===== src/rtl/adder_rr_arbiter_if.sv =====
// Requester/consumer bundle for the shared round-robin adder.
// master drives requests and consumes sums; slave is the arbiter side.
interface adder_rr_arbiter_if #(
    parameter int unsigned N     = 4,
    parameter int unsigned WIDTH = 8,
    parameter int unsigned IDW   = 2
);
    logic [N-1:0]       req;
    logic [N*WIDTH-1:0] op_a;
    logic [N*WIDTH-1:0] op_b;
    logic [N-1:0]       gnt;
    logic [WIDTH:0]     sum_out;
    logic [IDW-1:0]     sum_id;
    logic               sum_valid;
    logic               sum_ready;

    modport master (
        output req, op_a, op_b, sum_ready,
        input  gnt, sum_out, sum_id, sum_valid
    );

    modport slave (
        input  req, op_a, op_b, sum_ready,
        output gnt, sum_out, sum_id, sum_valid
    );
endinterface


===== src/rtl/adder_rr_arbiter.sv =====
// One registered adder shared by N requesters under round-robin arbitration,
// returning a tagged WIDTH+1-bit sum through a valid/ready output stage.
module adder_rr_arbiter #(
    parameter int unsigned N     = 4,
    parameter int unsigned WIDTH = 8,
    parameter int unsigned IDW   = 2
) (
    input  logic                clk,
    input  logic                rst_n,
    adder_rr_arbiter_if.slave   bus
);
    localparam int unsigned SW = WIDTH + 1;

    typedef enum logic {
        IDLE = 1'b0,
        HOLD = 1'b1
    } state_t;

    state_t         state_q, state_d;
    logic [SW-1:0]  sum_q, sum_d;
    logic [IDW-1:0] id_q, id_d;
    logic [IDW-1:0] ptr_q, ptr_d;

    logic           can_issue;
    logic           hit;
    logic [IDW-1:0] sel;
    logic [IDW-1:0] idx;
    logic [WIDTH-1:0] a_sel, b_sel;

    assign can_issue = (state_q == IDLE) || bus.sum_ready;

    // Scan from the farthest offset down so the requester nearest ptr wins.
    always_comb begin
        hit = 1'b0;
        sel = '0;
        idx = '0;
        for (int j = int'(N) - 1; j >= 0; j--) begin
            idx = IDW'((int'(ptr_q) + j) % int'(N));
            if (bus.req[idx]) begin
                hit = 1'b1;
                sel = idx;
            end
        end
        if (!rst_n || !can_issue) begin
            hit = 1'b0;
        end
    end

    assign a_sel   = bus.op_a[sel*WIDTH +: WIDTH];
    assign b_sel   = bus.op_b[sel*WIDTH +: WIDTH];
    assign bus.gnt = hit ? (N'(1) << sel) : '0;

    // Next-state: issue loads the adder result, a free slot with no issue drains.
    always_comb begin
        state_d = state_q;
        sum_d   = sum_q;
        id_d    = id_q;
        ptr_d   = ptr_q;
        if (hit) begin
            state_d = HOLD;
            sum_d   = SW'(a_sel) + SW'(b_sel);
            id_d    = sel;
            ptr_d   = (sel == IDW'(N - 1)) ? '0 : sel + IDW'(1);
        end else if (can_issue) begin
            state_d = IDLE;
        end
    end

    always_ff @(posedge clk) begin
        if (!rst_n) begin
            state_q <= IDLE;
            sum_q   <= '0;
            id_q    <= '0;
            ptr_q   <= '0;
        end else begin
            state_q <= state_d;
            sum_q   <= sum_d;
            id_q    <= id_d;
            ptr_q   <= ptr_d;
        end
    end

    assign bus.sum_valid = (state_q == HOLD);
    assign bus.sum_out   = sum_q;
    assign bus.sum_id    = id_q;
endmodule


===== src/flat_wrapper.sv =====
// flat-port wrapper written by rule: the top's interface ports become plain ports
module adder_rr_arbiter_flat 
#(
    parameter int unsigned N     = 4,
    parameter int unsigned WIDTH = 8,
    parameter int unsigned IDW   = 2
)
  (clk, rst_n, bus_req, bus_op_a, bus_op_b, bus_sum_ready, bus_gnt, bus_sum_out, bus_sum_id, bus_sum_valid);
  adder_rr_arbiter_if #(.N(N), .WIDTH(WIDTH), .IDW(IDW)) bus_i ();
  input  logic clk;
  input  logic rst_n;
  input wire logic [$bits(bus_i.req)-1:0] bus_req;
  input wire logic [$bits(bus_i.op_a)-1:0] bus_op_a;
  input wire logic [$bits(bus_i.op_b)-1:0] bus_op_b;
  input wire logic [$bits(bus_i.sum_ready)-1:0] bus_sum_ready;
  output wire logic [$bits(bus_i.gnt)-1:0] bus_gnt;
  output wire logic [$bits(bus_i.sum_out)-1:0] bus_sum_out;
  output wire logic [$bits(bus_i.sum_id)-1:0] bus_sum_id;
  output wire logic [$bits(bus_i.sum_valid)-1:0] bus_sum_valid;
  assign bus_i.req = bus_req;
  assign bus_i.op_a = bus_op_a;
  assign bus_i.op_b = bus_op_b;
  assign bus_i.sum_ready = bus_sum_ready;
  assign bus_gnt = bus_i.gnt;
  assign bus_sum_out = bus_i.sum_out;
  assign bus_sum_id = bus_i.sum_id;
  assign bus_sum_valid = bus_i.sum_valid;
  adder_rr_arbiter #(.N(N), .WIDTH(WIDTH), .IDW(IDW)) u_core (.clk(clk), .rst_n(rst_n), .bus(bus_i));
endmodule

===== config.mk =====
export PLATFORM = sky130hd
export DESIGN_NAME = adder_rr_arbiter_flat
export DESIGN_NICKNAME = d
export VERILOG_FILES = /design/src/rtl/adder_rr_arbiter_if.sv /design/src/rtl/adder_rr_arbiter.sv /design/src/flat_wrapper.sv
export SDC_FILE = /design/constraint.sdc
export NUM_CORES = 1
export LEC_CHECK = 0
export CORE_MARGIN = 8
export CORE_UTILIZATION = 27
export CTS_CLUSTER_SIZE = 24
export DETAILED_ROUTE_END_ITERATION = 8
export GPL_TIMING_DRIVEN = 0
export PLACE_DENSITY = 0.67
export SLEW_MARGIN = 5
export SYNTH_ARGS = -nofsm -noshare
export SYNTH_HDL_FRONTEND = slang
export SYNTH_SLANG_ARGS = --single-unit

===== constraint.sdc =====
create_clock -name clk -period 9.19 [get_ports clk]
set_input_delay 1.838 -clock clk [delete_from_list [all_inputs] [get_ports clk]]
set_output_delay 1.838 -clock clk [all_outputs]
set_load 0.02 [all_outputs]

# [Yosys cells after proc, flatten, opt, wreduce, memory -nomap -nowiden]
# Index checks and enable logic that the tools add are counted.
[totals] ff_bits=14 output_inout_bits=16
[classes] eq_ne=1 bitwise_logic=1 magnitude_cmp=4 shifts=3 mux=21 addsub=5 n_reduce_logical=5
[ops] operator="$shiftx A32 B6 Y8" count=2
[ops] operator="$lt A2 B3 Y1 const B" count=4
[ops] operator="$mux W1" count=11
[ops] operator="$mux W2" count=5
[ops] operator="$add A8 B8 Y9" count=1
[ops] operator="$bmux W1 S2" count=4
[ops] operator="$add A2 B1 Y2 const B" count=2
[ops] operator="$add A2 B2 Y2 const B" count=2
[ops] operator="$mux W4" count=1
[ops] operator="$shl A1 B2 Y4 const A" count=1
[ops] operator="$eq A2 B2 Y1 const B" count=1
[ops] operator="$logic_not A1 Y1" count=2
[ops] operator="$logic_or A1 B1 Y1" count=2
[ops] operator="$reduce_bool A2 Y1" count=1
[ops] operator="$not A1 Y1" count=1

# [Longest topological paths before layout]
[logic_depth] depth_word=9 depth_mapped=14

# [Least setup slack after synthesis]
# No wires, ideal clock.
[synth_timing] path_kind="input port to output port" startpoint="input port bus_req[0]" endpoint="output port bus_gnt[2]" t_required_ps=7352 arrival_ps=2968 path_buffers=2 slack_ps=4384 cell_stages=6 cell_sequence="a21oi_1 a2bb2oi_1 buf_4 buf_2 ha_1 and2_1"
[synth_between] elab_chain_cells=8 word_cells_on_any_way=19 classes_between="shift: 1; mux: 18"
[synth_lines] item="start: declaration" line="flat_wrapper.sv:12" rtl="input wire logic [$bits(bus_i.req)-1:0] bus_req;"
[synth_lines] item="$bmux W1 S2" line="adder_rr_arbiter.sv:39" rtl="if (bus.req[idx]) begin"
[synth_lines] item="$mux W1 (not written as such)" line="adder_rr_arbiter.sv:39"
[synth_lines] item="$mux W2 (3 in a row)" line="adder_rr_arbiter.sv:39"
[synth_lines] item="$mux W2 (*)" line="adder_rr_arbiter.sv:39"
[synth_lines] item="named net u_core.sel[1]" line="adder_rr_arbiter.sv:26" rtl="logic [IDW-1:0] sel;"
[synth_lines] item="$shl A1 B2 Y4 (*)" line="adder_rr_arbiter.sv:51" rtl="assign bus.gnt = hit ? (N'(1) << sel) : '0;"
[synth_lines] item="$mux W4 (*)" line="adder_rr_arbiter.sv:51"
[synth_lines] item="end: declaration" line="flat_wrapper.sv:16" rtl="output wire logic [$bits(bus_i.gnt)-1:0] bus_gnt;"
# Mark *: on every way through the listed nets, which the timed path passes. The rest lies on a longest branch. The select of a mux whose other input is x is not followed.

# [Worst setup path after layout]
[layout_timing] startpoint="input port bus_req[1]" endpoint="output port bus_gnt[3]"
# The elaborated chain is that of the path after synthesis.

==> results.py <==
metrics = {
    "clocking": {
        "root_buffer": "clkbuf_8",
        "cts-resized-gates": 0,
        "clk_path_buf_depth": 2,
        "cts_sinks": 14,
        "cts_buffers": 3,
        "hold_buffers": 0,
        "htree_levels": 1,
        "clk_pin_slew_ns": 0.06,
        "cts_tree": "built",
        "post-cts-setup-buffer-count": 0,
        "clock_latency_ns": 0.25,
    },
    "synthesis": {
        "dominantRegCellSynth": "dfxtp_1",
        "syn_area_per_cell_um2": 8.99,
        "synth-edff-count": 0,
        "yosysWarnings": 0,
        "synthTopCellsByArea": "mux2i_1 33%, dfxtp_1 19%, ha_1 10%, nand3_1 4.1%, nand2_1 3.3%",
        "syn_nets": 248,
        "yosysUniqueCellTypes": 35,
        "synth-seq-area-share_pct": 19.0,
        "synth_seq_cells": 14,
        "synth.cell_area_um2": 1470,
        "synth_top_area_share_pct": 33.3,
        "synth.largest_area_cell": "mux2i_1",
        "syn_inst": 164,
        "async_flop_share_pct": 0,
    },
    "cells_and_area": {
        "diodes": 0,
        "layout-drive-gt1-share_pct": 5.91,
        "final_cell_area_um2": 2480,
        "final_nets": 339,
        "utilization_pct": 45.9,
        "syn2layout_area_growth_pct": 68.3,
    },
    "global_routing": {
        "overflow": 0,
        "grt_pass1_wl_um": 7290,
        "grtUsageTotal_pct": 10.7,
        "grt_max_degree": 12,
        "grt_pass1_vias": 1573,
        "antenna_found_initial": 0,
    },
    "worst_hold_path": {
        "whs_path_depth": 2,
        "hold_path_startpoint": "u_core.bus.sum_id[0]$_SDFFE_PN0P_",
        "hold_class": "flip-flop to flip-flop",
    },
    "routing": {
        "top_layer_used": "met4",
        "drc_errors": 0,
        "initialDrtViolationCount": 29,
        "wl_met2_um": 2330,
        "wl_met3_um": 255,
        "vias": 1483,
        "wl_per_cell_um": 13.5,
        "ant_nets": 0,
        "vias_per_cell": 4.55,
        "wirelength_met1_um": 1800,
        "totalWireLength_um": 4410,
        "firstDrtPassIters": 6,
    },
    "pwr": {
        "leakagePower_nw": 1.04,
        "total_power_mw": 0.452,
        "powerDensity_nw_per_um2": 182,
        "ir_drop_v": 0.0000822,
    },
    "worst_setup_path": {
        "endpoint_kind": "output pin",
        "path_max_fanout": 11,
        "timing.rr.start": "u_core.ptr_q[1]$_SDFFE_PN0P_",
        "crit_start": "bus_req[1]",
        "r2r-end": "u_core.bus.sum_out[6]$_SDFFE_PN0P_",
        "cp.arrival_ns": 4.12,
        "critPathKind": "input port to output pin",
        "r2r_setup_slack_ns": 6.13,
        "start_kind": "input port",
        "reg2reg_depth": 14,
        "cp.required_ns": 7.35,
        "crit_end": "bus_gnt[3]",
    },
    "sta": {
        "drv_slew": 0,
        "period_needed_ns": 5.96,
        "finalSetupTns_ns": 0,
        "worst_slew_pin_slew_ns": 0.424,
        "finalClockSkew_ns": 0.00239,
        "finalCritPeriodShare_pct": 64.9,
        "relSlewSlack_pct": 71.3,
        "rsz0062_at_grt": "no",
        "finalSetupViolCount": 0,
        "hold_viol_final": 0,
        "fmax_mhz": 168,
    },
    "floorplanning": {
        "ios": 87,
        "fp.coreArea_um2": 5410,
        "dieWidth_um": 89.9,
        "die_area_um2": 8080,
        "die_h_um": 89.9,
        "rows": 27,
        "start_util_pct": 27.3,
    },
    "run": {
        "drv_cap": 0,
    },
    "placement": {
        "dp_hpwl_um": 3780,
        "portBuffers": 86,
        "finalWeightedCongestion": 0.778,
        "placed_area_um2": 2420,
    },
    "run_status": {
        "status": "finished, final reports clean",
    },
}
## power breakdown
| part | switching [mW] | internal, mW | total, mW | leakage [nW] |
|---|---|---|---|---|
| logic | 0.144 | 0.156 | 0.300 | 0.892 |
| clock network | 0.0228 | 0.0380 | 0.0607 | 0.0288 |
| registers | 0.0105 | 0.0807 | 0.0912 | 0.117 |
| total | 0.177 | 0.275 | 0.452 | 1.04 |
## synthesized netlist by cell type, drive strengths merged (3+ instances only)
cell type  instances
mux2i             49
dfxtp             14
nand2             13
ha                12
nand3             12
buf                9
o21ai              9
a21oi              8
and2               4
inv                4
nor2               4
nor2b              3
## logic make-up after synthesis
| group | synth area share (%) |
|---|---|
| fa+ha+maj | 11.5 |
| simple gates | 15.5 |
| buf+inv | 7.81 |
| compound gates | 10.5 |
| xor+xnor | 2.38 |
| mux | 33.3 |
| flops | 19.0 |
## registers in the layout, indices dropped and copies added (netlist names)
signal	count
u_core.bus.sum_out	9
u_core.bus.sum_id	2
u_core.ptr_q	2
u_core.bus.sum_valid	1
## how the worst min path moves through the flow
stage                                               to  slack, ns
detailed placement   u_core.bus.sum_id[0]$_SDFFE_PN0P_       0.45
finish               u_core.bus.sum_id[0]$_SDFFE_PN0P_       0.46
CTS                  u_core.bus.sum_id[0]$_SDFFE_PN0P_       0.46
floorplan                 u_core.ptr_q[0]$_SDFFE_PN0P_       0.45
global placement     u_core.bus.sum_id[0]$_SDFFE_PN0P_       0.44
global route        u_core.bus.sum_out[7]$_SDFFE_PN0P_       0.47
## worst max-delay path: stages
cell and delay [ns]:
clkdlybuf4s50_1 0.48, nand3b_1 0.19, a2bb2oi_1 0.13, buf_4 0.22, buf_2 0.33, ha_1 0.20
and2_1 0.12, clkdlybuf4s50_1 0.60
## cells in the final DEF (no fill, tap or decap), types with 4 or more instances in the layout
master | netlist | routed
clkbuf_8 | 0 | 4
nand2_1 | 13 | 13
and2_1 | 4 | 4
ha_1 | 12 | 12
a21oi_1 | 8 | 8
dfxtp_1 | 14 | 14
nand3_1 | 12 | 12
nor2_1 | 4 | 4
o21ai_0 | 6 | 6
clkdlybuf4s50_1 | 0 | 86
inv_1 | 4 | 4
mux2i_1 | 49 | 49
## layout make-up
type / instances / area [µm²]
Fill cell: 573 / 2930
Multi-Input combinational cell: 136 / 1080
Timing Repair Buffer: 86 / 861
Sequential cell: 14 / 280
Buffer: 10 / 100
Tap cell: 72 / 90.1
Clock buffer: 4 / 55.1
Inverter: 4 / 15.0
## metal layers
metal / global-route usage, % / up-vias
li1: - / 775
met1: 11.2 / 665
met2: 20.4 / 41
met3: 3.66 / 2
met4: 1.66 / 0
met5: 0 / -
## through the flow
step | cells | hold WS (ns) | worst slack [ns]
floorplan | 164 | 0.454 | 4.38
global placement | 322 | 0.444 | 3.22
global route | 326 | 0.475 | 3.03
finish | 326 | 0.456 | 3.23
detailed placement | 322 | 0.450 | 3.22
CTS | 326 | 0.458 | 3.21
Note: power is estimated with default switching activity, not from simulation.
